$ cat config.mk
export PLATFORM = sky130hd
export DESIGN_NAME = vga_layer_compositor
export DESIGN_NICKNAME = d
export VERILOG_FILES = /design/src/rtl/vga_layer_compositor_pkg.sv /design/src/rtl/vga_layer_compositor_sprite_region_calc.sv /design/src/rtl/vga_layer_compositor.sv
export SDC_FILE = /design/constraint.sdc
export NUM_CORES = 1
export LEC_CHECK = 0
export CORE_ASPECT_RATIO = 0.8
export CORE_MARGIN = 3
export CORE_UTILIZATION = 56
export DETAILED_ROUTE_END_ITERATION = 6
export GPL_ROUTABILITY_DRIVEN = 0
export PLACE_DENSITY_LB_ADDON = 0.3
export SETUP_SLACK_MARGIN = 0.4
export SYNTH_ARGS = -nofsm -noshare
export SYNTH_HDL_FRONTEND = slang
export SYNTH_SLANG_ARGS = --single-unit
$ cat constraint.sdc
create_clock -name clk -period 14.2 [get_ports clk]
set_input_delay 4.26 -clock clk [delete_from_list [all_inputs] [get_ports clk]]
set_output_delay 4.26 -clock clk [all_outputs]
set_load 0.01 [all_outputs]
$ cat src/rtl/vga_layer_compositor_pkg.sv
// Shared constants and helpers for the VGA layer compositor.
// Optional feature macro used by this codebase: SPRITE_HFLIP_EN (horizontal sprite mirroring).
package vga_layer_compositor_pkg;

    // Screen coordinate width (hCount / vCount / sprite positions)
    localparam int COORD_W = 10;

    // Colour constants (12-bit RGB, 4 bits per channel)
    localparam logic [11:0] BLACK = 12'h000;
    localparam logic [11:0] WHITE = 12'hFFF;
    localparam logic [11:0] GREEN = 12'h0F0;

    // Default transparent colour keys of the sprite ROMs
    localparam logic [11:0] KEY0_DEFAULT = 12'h00C;
    localparam logic [11:0] KEY1_DEFAULT = 12'h00D;
    localparam logic [11:0] KEY2_DEFAULT = 12'h00F;

    // Visible area of the 640x480 mode
    localparam int H_ACTIVE = 640;
    localparam int V_ACTIVE = 480;

    // Number of offset bits needed to index one sprite dimension (dim is a power of 2)
    function automatic int sprite_bits(input int dim);
        return $clog2(dim);
    endfunction

    // True when a ROM pixel matches one of the transparent colour keys
    function automatic logic is_colour_key(input logic [11:0] px,
                                           input logic [11:0] k0,
                                           input logic [11:0] k1,
                                           input logic [11:0] k2);
        return (px == k0) || (px == k1) || (px == k2);
    endfunction

endpackage

$ cat src/rtl/vga_layer_compositor_sprite_region_calc.sv
// One sprite layer: frame-shadowed position, region test and ROM address generation.
// With SPRITE_HFLIP_EN defined the flip request is shadowed too and mirrors the column offset.
module vga_layer_compositor_sprite_region_calc
    import vga_layer_compositor_pkg::*;
#(
    parameter int SPRITE_W = 128,
    parameter int SPRITE_H = 128,
    parameter int ADDR_W   = 14
) (
    input  logic               clk,
    input  logic               rst,
    input  logic               pix_en,
    input  logic               frame_start,
    input  logic [COORD_W-1:0] h,
    input  logic [COORD_W-1:0] v,
    input  logic [COORD_W-1:0] pos_x,
    input  logic [COORD_W-1:0] pos_y,
    input  logic               flip,
    output logic               region,
    output logic [ADDR_W-1:0]  addr
);

    localparam int DX_W = sprite_bits(SPRITE_W);
    localparam int DY_W = sprite_bits(SPRITE_H);

    logic                 load;
    logic [COORD_W-1:0]   shadow_x;
    logic [COORD_W-1:0]   shadow_y;
    logic [COORD_W-1:0]   eff_x;
    logic [COORD_W-1:0]   eff_y;
    logic                 eff_flip;
    logic [COORD_W:0]     x_lo, x_hi, y_lo, y_hi, h_ext, v_ext;
    logic                 in_region;
    logic [DX_W-1:0]      dx;
    logic [DX_W-1:0]      dx_sel;
    logic [DY_W-1:0]      dy;

    // The frame_start pixel already sees the new positions so the whole frame is consistent.
    assign load  = pix_en & frame_start;
    assign eff_x = load ? pos_x : shadow_x;
    assign eff_y = load ? pos_y : shadow_y;

    // Shadow position registers, reloaded only at the start of a frame
    always_ff @(posedge clk or posedge rst) begin
        if (rst) begin
            shadow_x <= '0;
            shadow_y <= '0;
        end else if (load) begin
            shadow_x <= pos_x;
            shadow_y <= pos_y;
        end
    end

`ifdef SPRITE_HFLIP_EN
    logic shadow_flip;

    // Shadow flip request, latched together with the position
    always_ff @(posedge clk or posedge rst) begin
        if (rst) begin
            shadow_flip <= 1'b0;
        end else if (load) begin
            shadow_flip <= flip;
        end
    end

    assign eff_flip = load ? flip : shadow_flip;
`else
    logic flip_unused;
    assign flip_unused = flip;
    assign eff_flip    = 1'b0;
`endif

    // Region test in 11 bits so a sprite crossing column 1023 does not wrap to column 0
    always_comb begin
        h_ext     = {1'b0, h};
        v_ext     = {1'b0, v};
        x_lo      = {1'b0, eff_x};
        y_lo      = {1'b0, eff_y};
        x_hi      = x_lo + (COORD_W+1)'(SPRITE_W);
        y_hi      = y_lo + (COORD_W+1)'(SPRITE_H);
        in_region = (h_ext >= x_lo) && (h_ext < x_hi) && (v_ext >= y_lo) && (v_ext < y_hi);
        // Only the low offset bits matter; they depend only on the low coordinate bits
        dx        = h[DX_W-1:0] - eff_x[DX_W-1:0];
        dy        = v[DY_W-1:0] - eff_y[DY_W-1:0];
        dx_sel    = eff_flip ? ~dx : dx;
    end

    // Registered region flag and ROM address (zero outside the sprite)
    always_ff @(posedge clk or posedge rst) begin
        if (rst) begin
            region <= 1'b0;
            addr   <= '0;
        end else if (pix_en) begin
            region <= in_region;
            addr   <= in_region ? ADDR_W'({dy, dx_sel}) : '0;
        end
    end

endmodule

$ cat src/rtl/vga_layer_compositor.sv
// Pipelined compositor: sprite layers, HUD bar and sky/ground background into one 12-bit RGB.
// Stage S0 registers region/address and pixel context, S1 resolves priority, S2 registers rgb.
// Optional feature macro: SPRITE_HFLIP_EN (per-sprite horizontal mirroring, frame-shadowed).
module vga_layer_compositor
    import vga_layer_compositor_pkg::*;
#(
    parameter int          NUM_SPRITES = 2,
    parameter int          SPRITE_W    = 128,
    parameter int          SPRITE_H    = 128,
    parameter int          ADDR_W      = 14,
    parameter int          HORIZON     = 394,
    parameter logic [11:0] KEY0        = KEY0_DEFAULT,
    parameter logic [11:0] KEY1        = KEY1_DEFAULT,
    parameter logic [11:0] KEY2        = KEY2_DEFAULT
) (
    input  logic                          clk,
    input  logic                          rst,
    input  logic                          pix_en,
    input  logic                          bright,
    input  logic [9:0]                    hCount,
    input  logic [9:0]                    vCount,
    input  logic                          hsync_in,
    input  logic                          vsync_in,
    input  logic                          frame_start,
    input  logic [10*NUM_SPRITES-1:0]     sprite_x,
    input  logic [10*NUM_SPRITES-1:0]     sprite_y,
    input  logic [NUM_SPRITES-1:0]        sprite_flip,
    output logic [ADDR_W*NUM_SPRITES-1:0] sprite_addr,
    input  logic [12*NUM_SPRITES-1:0]     sprite_pixel,
    input  logic                          bar_draw,
    input  logic [11:0]                   bar_pixel,
    output logic [11:0]                   rgb,
    output logic                          hsync_out,
    output logic                          vsync_out,
    output logic [15:0]                   overlap_count,
    output logic                          overlap_hit
);

    // S0 context registered alongside the sprite addresses
    logic [NUM_SPRITES-1:0] region_s0;
    logic                   valid_s0;
    logic                   bright_s0;
    logic                   h4_s0;
    logic [9:0]             v_s0;
    logic                   bar_draw_s0;
    logic [11:0]            bar_pixel_s0;
    logic                   hs_s0;
    logic                   vs_s0;
    logic                   fs_s0;

    // S1 combinational results
    logic [2:0]             n_opaque;
    logic                   sprite_hit;
    logic [11:0]            sprite_colour;
    logic [3:0]             sky_blue;
    logic [3:0]             ground_green;
    logic [11:0]            colour_s1;
    logic                   overlap_now;

    logic [15:0]            running;

    genvar gi;
    generate
        for (gi = 0; gi < NUM_SPRITES; gi++) begin : g_sprite
            vga_layer_compositor_sprite_region_calc #(
                .SPRITE_W (SPRITE_W),
                .SPRITE_H (SPRITE_H),
                .ADDR_W   (ADDR_W)
            ) u_region (
                .clk         (clk),
                .rst         (rst),
                .pix_en      (pix_en),
                .frame_start (frame_start),
                .h           (hCount),
                .v           (vCount),
                .pos_x       (sprite_x[10*gi +: 10]),
                .pos_y       (sprite_y[10*gi +: 10]),
                .flip        (sprite_flip[gi]),
                .region      (region_s0[gi]),
                .addr        (sprite_addr[ADDR_W*gi +: ADDR_W])
            );
        end
    endgenerate

    // S0: pixel context travelling with the sprite address fetch
    always_ff @(posedge clk or posedge rst) begin
        if (rst) begin
            valid_s0     <= 1'b0;
            bright_s0    <= 1'b0;
            h4_s0        <= 1'b0;
            v_s0         <= '0;
            bar_draw_s0  <= 1'b0;
            bar_pixel_s0 <= '0;
            hs_s0        <= 1'b1;
            vs_s0        <= 1'b1;
            fs_s0        <= 1'b0;
        end else if (pix_en) begin
            valid_s0     <= 1'b1;
            bright_s0    <= bright;
            h4_s0        <= hCount[4];
            v_s0         <= vCount;
            bar_draw_s0  <= bar_draw;
            bar_pixel_s0 <= bar_pixel;
            hs_s0        <= hsync_in;
            vs_s0        <= vsync_in;
            fs_s0        <= frame_start;
        end
    end

    // S1: opaque sprite count and highest-priority (lowest index) opaque colour
    always_comb begin
        n_opaque      = '0;
        sprite_hit    = 1'b0;
        sprite_colour = BLACK;
        for (int i = NUM_SPRITES - 1; i >= 0; i--) begin
            if (region_s0[i] && !is_colour_key(sprite_pixel[12*i +: 12], KEY0, KEY1, KEY2)) begin
                n_opaque      = n_opaque + 3'd1;
                sprite_hit    = 1'b1;
                sprite_colour = sprite_pixel[12*i +: 12];
            end
        end
    end

    // S1: layer priority mux with procedural background
    always_comb begin
        sky_blue     = (v_s0[9:4] > 6'd15) ? 4'hF : v_s0[7:4];
        ground_green = (h4_s0 ^ v_s0[3]) ? 4'hC : 4'h8;
        colour_s1    = BLACK;
        if (!bright_s0) begin
            colour_s1 = BLACK;
        end else if (bar_draw_s0) begin
            colour_s1 = bar_pixel_s0;
        end else if (sprite_hit) begin
            colour_s1 = sprite_colour;
        end else if (v_s0 < 10'(HORIZON)) begin
            colour_s1 = {8'h00, sky_blue};
        end else begin
            colour_s1 = {4'h0, ground_green, 4'h1};
        end
        overlap_now = valid_s0 && bright_s0 && (NUM_SPRITES > 1) && (n_opaque >= 3'd2);
    end

    // S2: output colour and matching sync delay
    always_ff @(posedge clk or posedge rst) begin
        if (rst) begin
            rgb       <= BLACK;
            hsync_out <= 1'b1;
            vsync_out <= 1'b1;
        end else if (pix_en) begin
            rgb       <= valid_s0 ? colour_s1 : BLACK;
            hsync_out <= hs_s0;
            vsync_out <= vs_s0;
        end
    end

    // Overlap counter: saturating running count, published when frame_start reaches S1
    always_ff @(posedge clk or posedge rst) begin
        if (rst) begin
            running       <= '0;
            overlap_count <= '0;
            overlap_hit   <= 1'b0;
        end else if (pix_en && valid_s0) begin
            if (fs_s0) begin
                overlap_count <= running;
                overlap_hit   <= (running != 16'd0);
                running       <= overlap_now ? 16'd1 : 16'd0;
            end else if (overlap_now && (running != 16'hFFFF)) begin
                running <= running + 16'd1;
            end
        end
    end

endmodule

==> flow_summary.toml <==
[cts]
root_buffer = "clkbuf_16"
cts_tree = "built"
post-cts-setup-buffer-count = 0
cts.repair.resized = 0
numCtsBuffers = 17
cts.sinks = 145
clk_pin_slew_ns = 0.06
cts_buffer_depth = 2
cts-htree-levels = 4
cts_hold_buffers = 0
clk-insertion-delay-late_ns = 0.42

[power]
seqPwrFrac_pct = 36.7
power_switching_uw = 380.3
p_sw_share_pct = 29.39
clkPwrFrac_pct = 37.9
leakagePower_uw = 0.004780
internal_power_uw = 914.0
power_frac_comb_pct = 25.4
ir_worst_vdd_mv = 0.09355
p_per_area_mw_per_mm2 = 123.3

[final_layout]
num-fill-cells = 962
layout.cells.most_common = "clkdlybuf4s50_1"
drive_gt1_share_pct = 10.52
final_cell_mix = "clkdlybuf4s50_1, dfrtp_1, inv_1"
num-nets-final = 1119
diodes = 0
area.growth.synth_to_final_pct = 28.97
layout.cells.non_filler = 1150

[route]
via_per_inst = 5.655
drt_first_iter_violations = 408
wl_per_cell_um = 17.79
drc_errors = 0
antenna_left = 0
first_pass_iters = 6
via_count = 6503
wl_um = 20460

[die]
die_h_um = 113.8
coreArea_mm2 = 0.01388
die_w_um = 140.8
start_util_pct = 58.63
io_pins = 165
rows = 38
dieArea_mm2 = 0.01603

[setup_path]
startpoint_type = "input port"
critPathArrivalTime_ns = 8.60
crit_fanout = 15
critPathCaptureType = "flop"
crit_type = "in2reg"
worstPathRequired_ns = 14.51

[yosys]
synth_nets = 967
yosys_warnings = 0
post_synth.cell_area_avg_um2 = 10.11
synth_edf_count = 0
syn-cell-area_mm2 = 0.008140
syn-instance-count = 805
async_flop_share_pct = 100.0
synth_cell_type_count = 68
ys_seq_area_share_pct = 44.64
ys_seq_elements = 145
synthFlopType = "dfrtp_1"

[timing]
maxSlewViolCount = 0
rsz0062_at_grt = "no"
fmax_ghz = 0.1205
fin_crit_sh_pct = 58.42
layout_min_cycle_time_ns = 8.296
max_slew_margin_pct = 25.77
fin_skew_ns = 0.01031
whs_ns = 0.4774
fin_tns_setup_ns = 0
fin_ws_ns = 5.904
hold_violations = 0
finalSetupViolations = 0
worst_slew_pin_slew_ns = 1.099

[grt]
grt_pass1_vias = 6498
grt_pass1_wl_um = 32910
grt_usage_pct = 25.81
overflow = 0
grt_max_degree = 79
antenna_found_initial = 0

[placement]
dp_slack_ns = 5.581
io_buffers = 162
dp.cells = 1118
dpl.hpwl_um = 14330

[job]
max_cap_violations = 0

[min_path]
hold_path.class = "reg2reg"

[status]
status = "finished clean"
==> worst max-delay path: stages <==
cell,delay (ns)
clkdlybuf4s50_1,0.64
and2_1,0.73
mux2_2,0.45
inv_1,0.07
ha_1,0.23
nor2b_1,0.14
o31a_1,0.27
nor3_1,0.17
o21ai_0,0.11
o311ai_0,0.26
nand3_1,0.88
o22ai_1,0.37
==> cells in the mapped netlist (all sizes together), types with 5 or more instances <==
cell type,n,area share (%)
nand2b,8,0.61
nand4,7,0.54
nand2,72,3.4
nor4,5,0.38
a21o,11,1.0
a22oi,6,0.55
mux2i,28,3.6
buf,11,0.89
inv,101,4.7
nor2,47,2.2
a21oi,34,2.1
nor2b,7,0.54
ha,52,8.0
and3,7,0.54
o22ai,39,3.7
o21ai,28,1.8
and4,7,0.75
o211ai,6,0.55
mux2,42,5.9
nand3,15,0.92
clkbuf,20,0.94
xor2,21,2.3
xnor2,18,1.9
o21a,5,0.46
dfrtp,141,43
nor3,7,0.43
a31oi,7,0.54
==> power by group through the flow <==
| stage | clock, uW | combinational (uW) | sequential [uW] |
|---|---|---|---|
| finish | 490 | 329 | 475 |
| global route | 513 | 364 | 480 |
| CTS | 495 | 329 | 475 |
| detailed placement | 0 | 322 | 482 |
| global placement | 0 | 315 | 481 |
| floorplan | 0 | 209 | 481 |
==> state kept, by name, summed over array words and instances (netlist names) <==
name,cells
g_sprite.u_region.addr,28
valid_s0,1
bar_pixel_s0,12
overlap_count,16
bright_s0,1
fs_s0,1
hsync_out,1
vs_s0,1
overlap_hit,1
g_sprite.u_region.region,2
vsync_out,1
hs_s0,1
h4_s0,1
running,16
v_s0,9
bar_draw_s0,1
g_sprite.u_region.shadow_x,20
rgb,12
g_sprite.u_region.shadow_y,20
==> area by class of cell <==
type / count / area, um^2 / area share (%)
inverter: 101 / 384.1 / 3.659
timing repair buffer: 164 / 1634 / 15.56
clock inverter: 13 / 200.2 / 1.907
multi-input combinational: 528 / 3979 / 37.90
tap: 180 / 225.2 / 2.145
clock buffer: 19 / 442.9 / 4.219
sequential: 145 / 3633 / 34.61
==> metal layers <==
layer / global-route usage [%] / vias to the layer above / part of all wire, %
met2: 42.63 / 190 / 48
met1: 34.89 / 3173 / 45
met5: 0 / - / 0
li1: - / 3110 / -
met4: 6.520 / 0 / 1.3
met3: 5.826 / 30 / 5.3
==> per-stage QoR <==
step | total power [uW] | instance area (um^2) | util, %
after floorplan | 690.9 | 8140 | -
after global placement | 796.2 | 9856 | 70.99
after detailed placement | 804.6 | 9856 | 70.99
after CTS | 1299 | 10500 | 75.62
after global routing | 1357 | 10500 | 75.62
final | 1294 | 10500 | 75.62
==> cell families after synthesis <==
kind of cell | Yosys count | share of synthesized area (%)
AOI/OAI and AO/OA | 165 | 14.13
xor gates and xnor gates | 39 | 4.196
adders and majority gates | 60 | 9.468
buffers and inverters | 132 | 6.486
DFF | 145 | 44.64
muxes | 70 | 9.453
and+or+nand+nor | 194 | 11.64
==> final timing paths <==
kind                                                        from  depth (start not counted)                             to  slack, ns
worst max-delay path                                 frame_start                         12   g_sprite[0].u_region.addr[1]       5.90
worst min-delay path                            overlap_count[9]                          2               overlap_count[9]       0.48
worst max register to register  g_sprite[0].u_region.shadow_y[7]                         11   g_sprite[0].u_region.addr[1]      10.64
worst min register to register                  overlap_count[9]                          2               overlap_count[9]       0.48
max in group asynchronous                                    rst                          3  g_sprite[0].u_region.addr[10]       8.57
min in group asynchronous                                    rst                          2              overlap_count[14]       4.34
(Power assumes the default switching activity.)
